==> src/rtl/cordic_pkg.sv <==
// Shared definitions for the float-to-angle front end of the cosine CORDIC core.
package cordic_pkg;

  localparam int EXP_BIAS = 127;
  localparam int MANT_W   = 23;
  localparam int EXP_MAX  = 255;
  // Signed shift-amount width; covers e - 150 + FRAC for any 8-bit exponent.
  localparam int SH_W     = 10;

  typedef enum logic [1:0] {
    CLS_NORM,
    CLS_ZERO,
    CLS_INF,
    CLS_NAN
  } cls_e;

  // Stage-1 register: classified operand ready for the barrel shift.
  typedef struct packed {
    logic                   valid;
    cls_e                   cls;
    logic                   sign;
    logic [MANT_W:0]        mant;
    logic signed [SH_W-1:0] sh;
  } s1_t;

endpackage

==> src/rtl/fx_barrel_shift.sv <==
// Bidirectional logarithmic shifter with registered, overflow-clamped output.
// Positive i_sh shifts left, negative shifts right (truncating). Any result
// that does not fit in OUT_W bits is clamped to all-ones so it can never wrap.
module fx_barrel_shift #(
  parameter int IN_W  = 24,
  parameter int OUT_W = 23,
  parameter int SH_W  = 10
) (
  input  logic                   clk,
  input  logic                   reset,
  input  logic                   i_stall,
  input  logic [IN_W-1:0]        i_val,
  input  logic signed [SH_W-1:0] i_sh,
  output logic [OUT_W-1:0]       o_mag
);

  localparam int IW = IN_W + OUT_W;
  localparam int NL = $clog2(OUT_W);
  localparam int NR = $clog2(IN_W);

  logic [IW-1:0]    w_v;
  logic [SH_W-1:0]  w_amt;
  logic [OUT_W-1:0] w_res;
  logic [OUT_W-1:0] r_mag;

  // Shift network: log stages in either direction, large shifts short-circuited.
  always_comb begin
    w_v   = '0;
    w_amt = '0;
    w_res = '0;
    if (!i_sh[SH_W-1]) begin
      w_amt = i_sh;
      if (w_amt >= SH_W'(OUT_W)) begin
        w_res = (|i_val) ? '1 : '0;
      end else begin
        w_v = IW'(i_val);
        for (int unsigned k = 0; k < NL; k++) begin
          if (w_amt[k]) w_v = w_v << (1 << k);
        end
        w_res = (|w_v[IW-1:OUT_W]) ? '1 : w_v[OUT_W-1:0];
      end
    end else begin
      w_amt = -i_sh;
      if (w_amt >= SH_W'(IN_W)) begin
        w_res = '0;
      end else begin
        w_v = IW'(i_val);
        for (int unsigned k = 0; k < NR; k++) begin
          if (w_amt[k]) w_v = w_v >> (1 << k);
        end
        w_res = (|w_v[IW-1:OUT_W]) ? '1 : w_v[OUT_W-1:0];
      end
    end
  end

  // Output register, frozen while the pipeline is stalled.
  always_ff @(posedge clk or negedge reset) begin
    if (!reset) begin
      r_mag <= '0;
    end else if (!i_stall) begin
      r_mag <= w_res;
    end
  end

  assign o_mag = r_mag;

endmodule

==> src/rtl/float_to_angle_fixed.sv <==
// IEEE-754 single to saturated signed Q(WIDTH-FRAC).FRAC angle, 3-stage pipeline:
// S1 classify/unpack, S2 barrel shift, S3 saturate/negate.
module float_to_angle_fixed
  import cordic_pkg::*;
#(
  parameter int WIDTH = 22,
  parameter int FRAC  = 20
) (
  input  logic             clk,
  input  logic             reset,
  input  logic             clk_en,
  input  logic             in_valid,
  output logic             in_ready,
  input  logic [31:0]      angle,
  output logic             out_valid,
  input  logic             out_ready,
  output logic [WIDTH-1:0] theta,
  output logic             sat,
  output logic             nan
);

  localparam int MW     = WIDTH + 1;
  localparam int SH_OFS = FRAC - EXP_BIAS - MANT_W;
  localparam logic [MW-1:0]    LIM     = MW'(1) << (WIDTH - 1);
  localparam logic [WIDTH-1:0] POS_LIM = WIDTH'(LIM - MW'(1));
  localparam logic [WIDTH-1:0] NEG_LIM = WIDTH'(LIM);

  logic             w_stall;
  logic [7:0]       w_e;
  logic [22:0]      w_m;
  cls_e             w_cls;
  s1_t              w_s1;
  s1_t              r_s1;
  logic             r_s2_valid;
  cls_e             r_s2_cls;
  logic             r_s2_sign;
  logic [MW-1:0]    w_mag;
  logic [WIDTH-1:0] w_theta;
  logic             w_sat;
  logic             w_nan;
  logic             r_out_valid;
  logic [WIDTH-1:0] r_theta;
  logic             r_sat;
  logic             r_nan;

  assign w_stall   = ~clk_en | (r_out_valid & ~out_ready);
  assign in_ready  = reset & ~w_stall;
  assign out_valid = r_out_valid;
  assign theta     = r_theta;
  assign sat       = r_sat;
  assign nan       = r_nan;

  assign w_e = angle[30:23];
  assign w_m = angle[22:0];

  // S1 decode: classify and form the mantissa and signed shift amount.
  always_comb begin
    w_cls = CLS_NORM;
    if (w_e == 8'(EXP_MAX)) begin
      w_cls = (|w_m) ? CLS_NAN : CLS_INF;
    end else if (w_e == '0) begin
      w_cls = CLS_ZERO;
    end
    w_s1.valid = in_valid;
    w_s1.cls   = w_cls;
    w_s1.sign  = angle[31];
    // Non-normal classes feed a zero mantissa so the shifter yields 0 for them.
    w_s1.mant  = (w_cls == CLS_NORM) ? {1'b1, w_m} : '0;
    w_s1.sh    = signed'(SH_W'(w_e)) + signed'(SH_W'(SH_OFS));
  end

  // S1 register.
  always_ff @(posedge clk or negedge reset) begin
    if (!reset) begin
      r_s1 <= '0;
    end else if (!w_stall) begin
      r_s1 <= w_s1;
    end
  end

  fx_barrel_shift #(
    .IN_W  (MANT_W + 1),
    .OUT_W (MW),
    .SH_W  (SH_W)
  ) u_shift (
    .clk     (clk),
    .reset   (reset),
    .i_stall (w_stall),
    .i_val   (r_s1.mant),
    .i_sh    (r_s1.sh),
    .o_mag   (w_mag)
  );

  // S2 sideband registers travelling alongside the shifter output.
  always_ff @(posedge clk or negedge reset) begin
    if (!reset) begin
      r_s2_valid <= 1'b0;
      r_s2_cls   <= CLS_ZERO;
      r_s2_sign  <= 1'b0;
    end else if (!w_stall) begin
      r_s2_valid <= r_s1.valid;
      r_s2_cls   <= r_s1.cls;
      r_s2_sign  <= r_s1.sign;
    end
  end

  // S3 saturate and negate; -L is exactly representable, so it is not flagged.
  always_comb begin
    w_theta = '0;
    w_sat   = 1'b0;
    w_nan   = 1'b0;
    case (r_s2_cls)
      CLS_NAN: w_nan = 1'b1;
      CLS_INF: begin
        w_sat   = 1'b1;
        w_theta = r_s2_sign ? NEG_LIM : POS_LIM;
      end
      default: begin
        if (!r_s2_sign) begin
          if (w_mag >= LIM) begin
            w_sat   = 1'b1;
            w_theta = POS_LIM;
          end else begin
            w_theta = w_mag[WIDTH-1:0];
          end
        end else begin
          if (w_mag > LIM) begin
            w_sat   = 1'b1;
            w_theta = NEG_LIM;
          end else if (w_mag == LIM) begin
            w_theta = NEG_LIM;
          end else begin
            w_theta = -w_mag[WIDTH-1:0];
          end
        end
      end
    endcase
  end

  // S3 output registers, held while stalled.
  always_ff @(posedge clk or negedge reset) begin
    if (!reset) begin
      r_out_valid <= 1'b0;
      r_theta     <= '0;
      r_sat       <= 1'b0;
      r_nan       <= 1'b0;
    end else if (!w_stall) begin
      r_out_valid <= r_s2_valid;
      r_theta     <= w_theta;
      r_sat       <= w_sat;
      r_nan       <= w_nan;
    end
  end

endmodule

==> config.mk <==
export PLATFORM = sky130hd
export DESIGN_NAME = float_to_angle_fixed
export DESIGN_NICKNAME = d
export VERILOG_FILES = /design/src/rtl/cordic_pkg.sv /design/src/rtl/fx_barrel_shift.sv /design/src/rtl/float_to_angle_fixed.sv
export SDC_FILE = /design/constraint.sdc
export NUM_CORES = 1
export LEC_CHECK = 0
export CAP_MARGIN = 20
export CORE_ASPECT_RATIO = 0.6
export CORE_MARGIN = 8
export CORE_UTILIZATION = 30
export CTS_CLUSTER_SIZE = 28
export DETAILED_ROUTE_END_ITERATION = 16
export GPL_ROUTABILITY_DRIVEN = 0
export PLACE_DENSITY = 0.59
export RECOVER_POWER = 25
export SYNTH_ARGS = -nofsm -noshare
export SYNTH_HDL_FRONTEND = slang
export SYNTH_SLANG_ARGS = --single-unit
export TNS_END_PERCENT = 10
==> constraint.sdc <==
create_clock -name clk -period 4.96 [get_ports clk]
set_input_delay 0.992 -clock clk [delete_from_list [all_inputs] [get_ports clk]]
set_output_delay 0.992 -clock clk [all_outputs]
set_load 0.02 [all_outputs]
**Word-level counts from Yosys, hierarchy flattened**

Index checks and enable logic that the tools add are counted.

- Register bits after elaboration: 90
- Bits in latches: 0
- RAM bits: 0
- Memory bits (read-only): 0
- Input bits: 37
- Output and inout port bits: 26
- Logic and storage cells: 71
- Memories kept: 0

- Add/sub/neg operators: 3
- Multiply operators: 0
- Divide/modulo/power cells: 0
- Order comparisons: 4
- Equal/unequal tests: 4
- Shift-type cells: 0
- Mux-type cells: 35
- Bitwise logic cells: 6
- Reductions and logical operators: 6

Operator list:

| cell | number |
|---|---|
| 2-to-1 mux 47 bit | 8 |
| 2-to-1 mux 24 bit | 6 |
| 2-to-1 mux 23 bit | 6 |
| 2-to-1 mux 22 bit | 5 |
| OR reduction 24 bit | 3 |
| one-hot mux 22 bit (2 select lines) | 1 |
| 2-to-1 mux 25 bit | 1 |
| equality test 23 x 22 -> 1 bit, second input constant | 1 |
| greater-or-equal comparator 23 x 22 -> 1 bit, second input constant | 1 |
| > comparator 23 x 22 -> 1 bit, second input constant | 1 |
| OR reduction 23 bit | 1 |
| negation 22 bit | 1 |
| greater-or-equal comparator 10 x 5 -> 1 bit, second input constant | 2 |
| adder 9 x 9 -> 10 bit, second input constant | 1 |
| negation 10 bit | 1 |
| equality test 8 bit, second input constant | 1 |
| zero test 8 bit | 1 |
| 2-to-1 mux 1 bit | 6 |
| equality test 2 bit, second input constant | 2 |
| inverter 1 bit | 3 |
| bitwise AND 1 bit | 2 |
| zero test 2 bit | 1 |
| 2-to-1 mux 2 bit | 1 |
| one-hot mux 1 bit (2 select lines) | 1 |
| OR 1 bit | 1 |

**Logic depth before layout (Yosys ltp)**

Gate-level depths: netlist of run 1.

- Depth after elaboration: 12
- Mapped depth: 14
- Depth with buffers taken out: 9

**Modules after synthesis**

A second synthesis of run 1 with hierarchy kept.

- Cell total of the unflattened synthesis: 886
- Area total of the unflattened synthesis: 7,497.2 um2

By module, submodules not included:

| module | instances | cells each | area each (um2) | seq. area each (um2) |
|---|---|---|---|---|
| fx_barrel_shift | 1 | 517 | 4,065.1 | 575.6 |
| float_to_angle_fixed | 1 | 369 | 3,432.0 | 1,677.9 |

**Worst setup path after synthesis of run 1**

No wires, ideal clock.

- Kind: input-to-output
- From: in out_ready
- To: out in_ready
- Arrival: 2.139 ns
- Data required time: 3.968 ns
- Setup slack: 1.829 ns
- Stages on the path: 5
- Path buffers: 3
- Cells stage by stage: o21a_1 clkbuf_1 clkbuf_1 buf_1 and2_1

- Longest elaborated chain between the ends: 5

RTL lines:

| element | RTL line | text |
|---|---|---|
| start: declaration | float_to_angle_fixed.sv:16 | `input logic out_ready,` |
| inverter 1 bit | float_to_angle_fixed.sv:46 | `assign w_stall = ~clk_en \| (r_out_valid & ~out_ready);` |
| bitwise AND 1 bit | float_to_angle_fixed.sv:46 |  |
| OR 1 bit | float_to_angle_fixed.sv:46 |  |
| inverter 1 bit | float_to_angle_fixed.sv:47 | `assign in_ready = reset & ~w_stall;` |
| bitwise AND 1 bit | float_to_angle_fixed.sv:47 |  |
| end: declaration | float_to_angle_fixed.sv:13 | `output logic in_ready,` |

Every way passes these cells.

**Worst setup path in the final report of run 1**

Same ends and word-level chain as after synthesis.

==> flow_summary.ini, run 1 <==
[finish]
finalNetCount = 868
multi_input_area_um2 = 4620
area_growth_pct = 15.6
design_area_um2 = 8340
post-route-util_pct = 34.9
final_common_cell = nand2_1
seqCellArea_um2 = 2250
mostFrequentLayoutCells = nand2_1, dfrtp_1, nor2_1
nFillCells = 2477
antenna_cells = 0
drive_above_1_share_pct = 13.2

[setup_path]
cp-start-kind = input port
cp.arrival_ns = 2.80
r2r_slack_ns = 1.30
cp_max_fo = 23
worstPathRequired_ns = 3.97
cp.buffers_inverters = 2
cp_top_family = buffers and inverters
path_common_cell = clkdlybuf4s50_1
worstPathCellList = clkdlybuf4s50_1 -> o21a_2 -> and2_1 -> clkdlybuf4s50_1
crit_type = in -> out
critPathMaxStageDelay_ns = 0.60
cp_slowest_cell = clkdlybuf4s50_1
critPathCaptureType = output port

[clock_tree]
root_buffer = clkbuf_16
cts_tree = yes
clockBufferDepth = 2
clock_latency_ns = 0.36
cts_hold_buf = 0
cts_made_buffers = 9
htreeDepth = 3
clk_pin_slew_ns = 0.06
cts.repair.resized = 0
postCtsSetupBuffers = 0
clock_sinks = 90

[logic_synthesis]
synth-edff-count = 0
synthCells = 804
ys.flop_type = dfrtp_1
synth_top_area_share_pct = 30.9
synthArstFlopShare_pct = 100
ys_seq_elements = 90
seq_area_frac_synth_pct = 31.2
yosys.area.top_type = dfrtp_1
synth_area_leaders = dfrtp_1, mux4_2, nand2_1
syn_nets = 846
syn_avg_cell_area_um2 = 8.98
synth_area_um2 = 7220
yosysUniqueCellTypes = 78
ys_warn_count = 0

[timing]
relSlewSlack_pct = 3.48
fin_setup_tns_ns = 0
clock_skew_ns = 0.0105
finalCritPeriodShare_pct = 76.4
setup_viol = 0
rsz0062_at_grt = no
hold_ws_ns = 0.463
min_period_ns = 3.79
fmax_mhz = 264
slew_violations = 0
hold_viol = 0
worstMarginPinSlew_ns = 1.45

[floorplanning]
initial_core_util_pct = 30.2
coreArea_um2 = 23900
rows = 44
die_w_um = 216
dieHeight_um = 136
die_area_um2 = 29400
ios = 63

[pwr]
leakage_uw = 0.00308
vdd_ir_drop_max_mv = 0.237
sw_frac_of_total_pct = 44.1
seqPwrFrac_pct = 30.3
p_clk_share_pct = 17.0
p_int_uw = 2260
p_sw_uw = 1780
power_density_nw_per_um2 = 484
p_comb_share_pct = 52.7

[detailed_routing]
dr_total_vias = 6748
vias_per_cell = 5.85
antenna_left = 0
dr.first_iter.drc_count = 797
totalWireLength_um = 23200
first_pass_iters = 5
avgRoutedWirePerCell_um = 20.1
drc = 0

[global_route]
gr-total-overflow = 0
grt_pass1_vias = 6246
antenna_found_initial = 0
grt_usage_pct = 15.7
grt_pass1_wl_um = 36600
grt_start_max_net_pins = 59

[placed_design]
io_buffer_count = 62
placed_cell_area_um2 = 8060
dpl.hpwl_um = 17600

[outcome]
status = completed

[worst_hold_path]
min_path_type = reg -> reg

[job]
max_cap_viol_count = 0
## cells in the mapped netlist, drive strengths merged, types with 8 or more instances
cell type / instances
xnor2: 9
buf: 20
nand3: 11
a22o: 22
o21a: 22
nor2: 78
o22a: 12
mux4: 39
o22ai: 18
nand2: 104
nor3: 19
o31ai: 10
a21oi: 47
o21ai: 60
dfrtp: 89
inv: 9
mux2i: 19
a211oi: 8
a31oi: 16
nor4: 11
clkbuf: 48
mux2: 14
## worst paths after layout
check / start / to / cells past startpoint
min reg2reg: r_s1[37]$_DFFE_PN0N_ / r_s2_valid$_DFFE_PN0N_ / 2
min: r_s1[37]$_DFFE_PN0N_ / r_s2_valid$_DFFE_PN0N_ / 2
max: out_ready / in_ready / 4
max reg2reg: r_s1[0]$_DFFE_PN0N_ / u_shift.o_mag[14]$_DFFE_PN0N_ / 8
min in group asynchronous: reset / u_shift.o_mag[10]$_DFFE_PN0N_ / 1
max in group asynchronous: reset / r_s1[0]$_DFFE_PN0N_ / 2
## cell type report
type	instances	share of cell area [%]
Clock buffer	12	2.83
Clock inverter	4	0.540
Inverter	11	0.495
Multi-Input combinational cell	635	55.4
Sequential cell	90	27.0
Tap cell	322	4.83
Timing Repair Buffer	79	8.91
## cell families after synthesis
group,synth area share (%)
AND/OR/NAND/NOR,18.9
AO/OA/AOI/OAI,25.0
flip-flops,31.2
buffers and inverters,4.99
multiplexers,17.3
XOR/XNOR,1.70
adder cells (fa/ha/maj),0.867
## power by group through the flow
stage | clock, uW | combinational, uW | sequential, uW
2_1_floorplan | 0 | 1460 | 1190
3_3_place_gp | 0 | 2080 | 1220
3_5_place_dp | 0 | 2090 | 1220
4_1_cts | 698 | 2100 | 1210
5_1_grt | 733 | 2310 | 1250
6_report | 688 | 2130 | 1220
## state kept, by name (all words and copies together) (netlist names)
register,cells
r_s2_cls,2
r_s2_sign,1
sat,1
r_s1,38
theta,22
nan,1
r_s2_valid,1
u_shift.o_mag,23
out_valid,1
## worst register-to-register path, cell delays in order (launching register included)
cell and delay [ns]:
dfrtp_2 0.36, buf_4 0.63, mux4_2 0.65, mux2_2 0.32, nand2b_1 0.17, o31ai_1 0.38
o21ai_2 0.15, nor3_4 0.68, a211oi_1 0.16
## per-stage QoR
stage	total power, uW	worst slack, ns	instances
after floorplan	2650	1.83	804
after global placement	3300	1.16	1135
after detailed placement	3310	1.15	1136
after CTS	4000	1.15	1152
after global routing	4290	1.04	1153
final	4040	1.17	1153
## layer usage
| layer | part of all wire (%) | up-vias | GRT usage [%] |
|---|---|---|---|
| met4 | 0.82 | 2 | 2.36 |
| met5 | 0.39 | - | 2.33 |
| li1 | - | 3104 | - |
| met2 | 37 | 380 | 19.9 |
| met3 | 11 | 26 | 4.98 |
| met1 | 50 | 3236 | 24.8 |
Note: power is estimated with default switching activity, not from simulation.
==> run 2, diff against run 1 <==
==> constraint.sdc (replaced) <==
create_clock -name clk -period 3.7 [get_ports clk]
set_input_delay 0.74 -clock clk [delete_from_list [all_inputs] [get_ports clk]]
set_output_delay 0.74 -clock clk [all_outputs]
set_load 0.02 [all_outputs]
==> run 2 against run 1 <==
Net effect:
- largest cell class unchanged
- final area increased by 1.3%
- count of clock-buffer cells in the layout unchanged
- first-iteration DRC count increased by 13%
- critical path type is now reg -> reg
- critical path depth increased by 4
- the flow now finishes with violations (capacitance limit, slew limit)
==> flow_summary.ini, run 2 (synthesized netlist as in run 1, its figures left out) <==
[floorplanning]
initial_core_util_pct = 30.2
die_area_um2 = 29400
rows = 44
dieHeight_um = 136
ios = 63
coreArea_um2 = 23900
die_w_um = 216

[timing]
fmax_mhz = 315
relSlewSlack_pct = -48.9
slew_violations = 41
finalCritPeriodShare_pct = 85.8
worstMarginPinSlew_ns = 2.23
min_period_ns = 3.18
setup_viol = 0
rsz0062_at_grt = no
clock_skew_ns = 0.00740
hold_viol = 0
fin_setup_tns_ns = 0

[detailed_routing]
dr_total_vias = 6785
antenna_left = 0
avgRoutedWirePerCell_um = 20.8
first_pass_iters = 5
dr.first_iter.drc_count = 898
drc = 0
totalWireLength_um = 24200
vias_per_cell = 5.84

[setup_path]
regToRegStartpoint = r_s1[2]$_DFFE_PN0N_
reg2reg_depth = 8
cp_top_family = compound AO/OA/AOI/OAI gates
critPathCaptureType = register
cp.arrival_ns = 3.42
worstPathCellList = clkinv_1 -> buf_4 -> nand2_1 -> o21a_1 -> a32oi_1 -> o31ai_1 -> a31oi_1 -> o22a_1
reg2reg_to = u_shift.o_mag[16]$_DFFE_PN0N_
r2r_slack_ns = 0.52
cp-start-kind = register
cp.buffers_inverters = 2
crit_type = reg -> reg
cp_max_fo = 18
cp_slowest_cell = dfrtp_1
critPathMaxStageDelay_ns = 0.69
worstPathRequired_ns = 3.94

[global_route]
grt_start_max_net_pins = 52
grt_pass1_wl_um = 37400
grt_usage_pct = 16.2
gr-total-overflow = 0
grt_pass1_vias = 6210
antenna_found_initial = 0

[placed_design]
dpl.hpwl_um = 18400
placed_cell_area_um2 = 8130
io_buffer_count = 62

[clock_tree]
clk_pin_slew_ns = 0.07
clock_sinks = 90
clockBufferDepth = 2
cts.repair.resized = 0
htreeDepth = 3
cts_hold_buf = 0
cts_made_buffers = 9
cts_tree = yes
clock_latency_ns = 0.36
root_buffer = clkbuf_16
postCtsSetupBuffers = 0

[pwr]
finalPower_uw = 5590
p_sw_uw = 2440
sw_frac_of_total_pct = 43.7
p_comb_share_pct = 52.1
leakage_uw = 0.00314
p_clk_share_pct = 18.6
vdd_ir_drop_max_mv = 0.270
p_int_uw = 3150
power_density_nw_per_um2 = 661
seqPwrFrac_pct = 29.2

[outcome]
status = complete, but fails checks
violations = capacitance limit, slew limit

[worst_hold_path]
min-delay-start = r_s1[34]$_DFFE_PN0N_
hold_end = r_s2_sign$_DFFE_PN0N_
min_path_type = reg -> reg
min_path_cells = 2

[job]
max_cap_viol_count = 1

[finish]
area_growth_pct = 17.1
final_common_cell = nand2_1
mostFrequentLayoutCells = nand2_1, dfrtp_1, nor2_1
drive_above_1_share_pct = 14.2
multi_input_area_um2 = 4620
largest_register_ffs = 38
max_flop_register = r_s1
finalNetCount = 876
seqCellArea_um2 = 2250
design_area_um2 = 8450
nFillCells = 2483
antenna_cells = 0
==> run 2: cell count changes in the layout (fill, tap and decap cells not counted), sizes merged <==
cell      delta
clkinv       -3
clkinvlp     +2
bufinv       +1
buf          +8
==> run 2: how the worst max path moves through the flow <==
stage          cells after the start                       endpoint  slack, ns                 from
4_1_cts                            8  u_shift.o_mag[14]$_DFFE_PN0N_       0.64  r_s1[2]$_DFFE_PN0N_
2_1_floorplan                     14   u_shift.o_mag[7]$_DFFE_PN0N_       0.60  r_s1[0]$_DFFE_PN0N_
3_5_place_dp                       8   u_shift.o_mag[4]$_DFFE_PN0N_       0.63  r_s1[2]$_DFFE_PN0N_
3_3_place_gp                       9  u_shift.o_mag[14]$_DFFE_PN0N_       0.67  r_s1[0]$_DFFE_PN0N_
5_1_grt                            7  u_shift.o_mag[18]$_DFFE_PN0N_       0.24  r_s1[2]$_DFFE_PN0N_
6_report                           8  u_shift.o_mag[16]$_DFFE_PN0N_       0.52  r_s1[2]$_DFFE_PN0N_
==> run 2: metrics by stage <==
| stage | hold slack, ns | utilization (%) | cells | setup slack, ns |
|---|---|---|---|---|
| floorplan | 0.439 | - | 804 | 0.604 |
| global placement | 0.452 | 34.0 | 1144 | 0.674 |
| detailed placement | 0.456 | 34.0 | 1145 | 0.632 |
| CTS | 0.472 | 35.4 | 1161 | 0.635 |
| global route | 0.500 | 35.4 | 1161 | 0.238 |
| finish | 0.469 | 35.4 | 1161 | 0.525 |
==> run 2: area by class of cell <==
class	instances	area share [%]
multi-input combinational	635	54.7
sequential	90	26.7
timing repair buffer	87	9.49
tap	322	4.77
clock buffer	12	3.03
clock inverter	4	0.888
inverter	11	0.488
==> run 2: routing by layer <==
layer / vias to the layer above / wire, um / global-route usage, %
li1: 3121 / - / -
met5: - / 160 / 3.99
met4: 2 / 230 / 2.58
met1: 3314 / 12000 / 25.2
met3: 26 / 2840 / 5.91
met2: 322 / 8990 / 20.2
==> run 2: power by group through the flow <==
stage	logic, uW	clock network (uW)	registers, uW
5_1_grt	3150	1110	1680
3_5_place_dp	2850	0	1640
2_1_floorplan	1960	0	1590
6_report	2910	1040	1630
4_1_cts	2860	1060	1620
3_3_place_gp	2860	0	1620
==> run 2: worst min-delay path, delay by kind of cell (launching register included) <==
| family | cells | cell delay [ns] |
|---|---|---|
| DFF | 1 | 0.34 |
| and+or+nand+nor | 2 | 0.10 |
==> run 3, diff against run 2 <==
--- a/config.mk
+++ b/config.mk
@@ -9,7 +9,7 @@
 export CORE_ASPECT_RATIO = 0.6
 export CORE_MARGIN = 8
 export CORE_UTILIZATION = 30
-export CTS_CLUSTER_SIZE = 28
+export CTS_CLUSTER_SIZE = 20
 export DETAILED_ROUTE_END_ITERATION = 16
 export GPL_ROUTABILITY_DRIVEN = 0
 export PLACE_DENSITY = 0.59
==> results of run 3 <==
The final DEF is identical to that of run 2; final timing and power are the same.
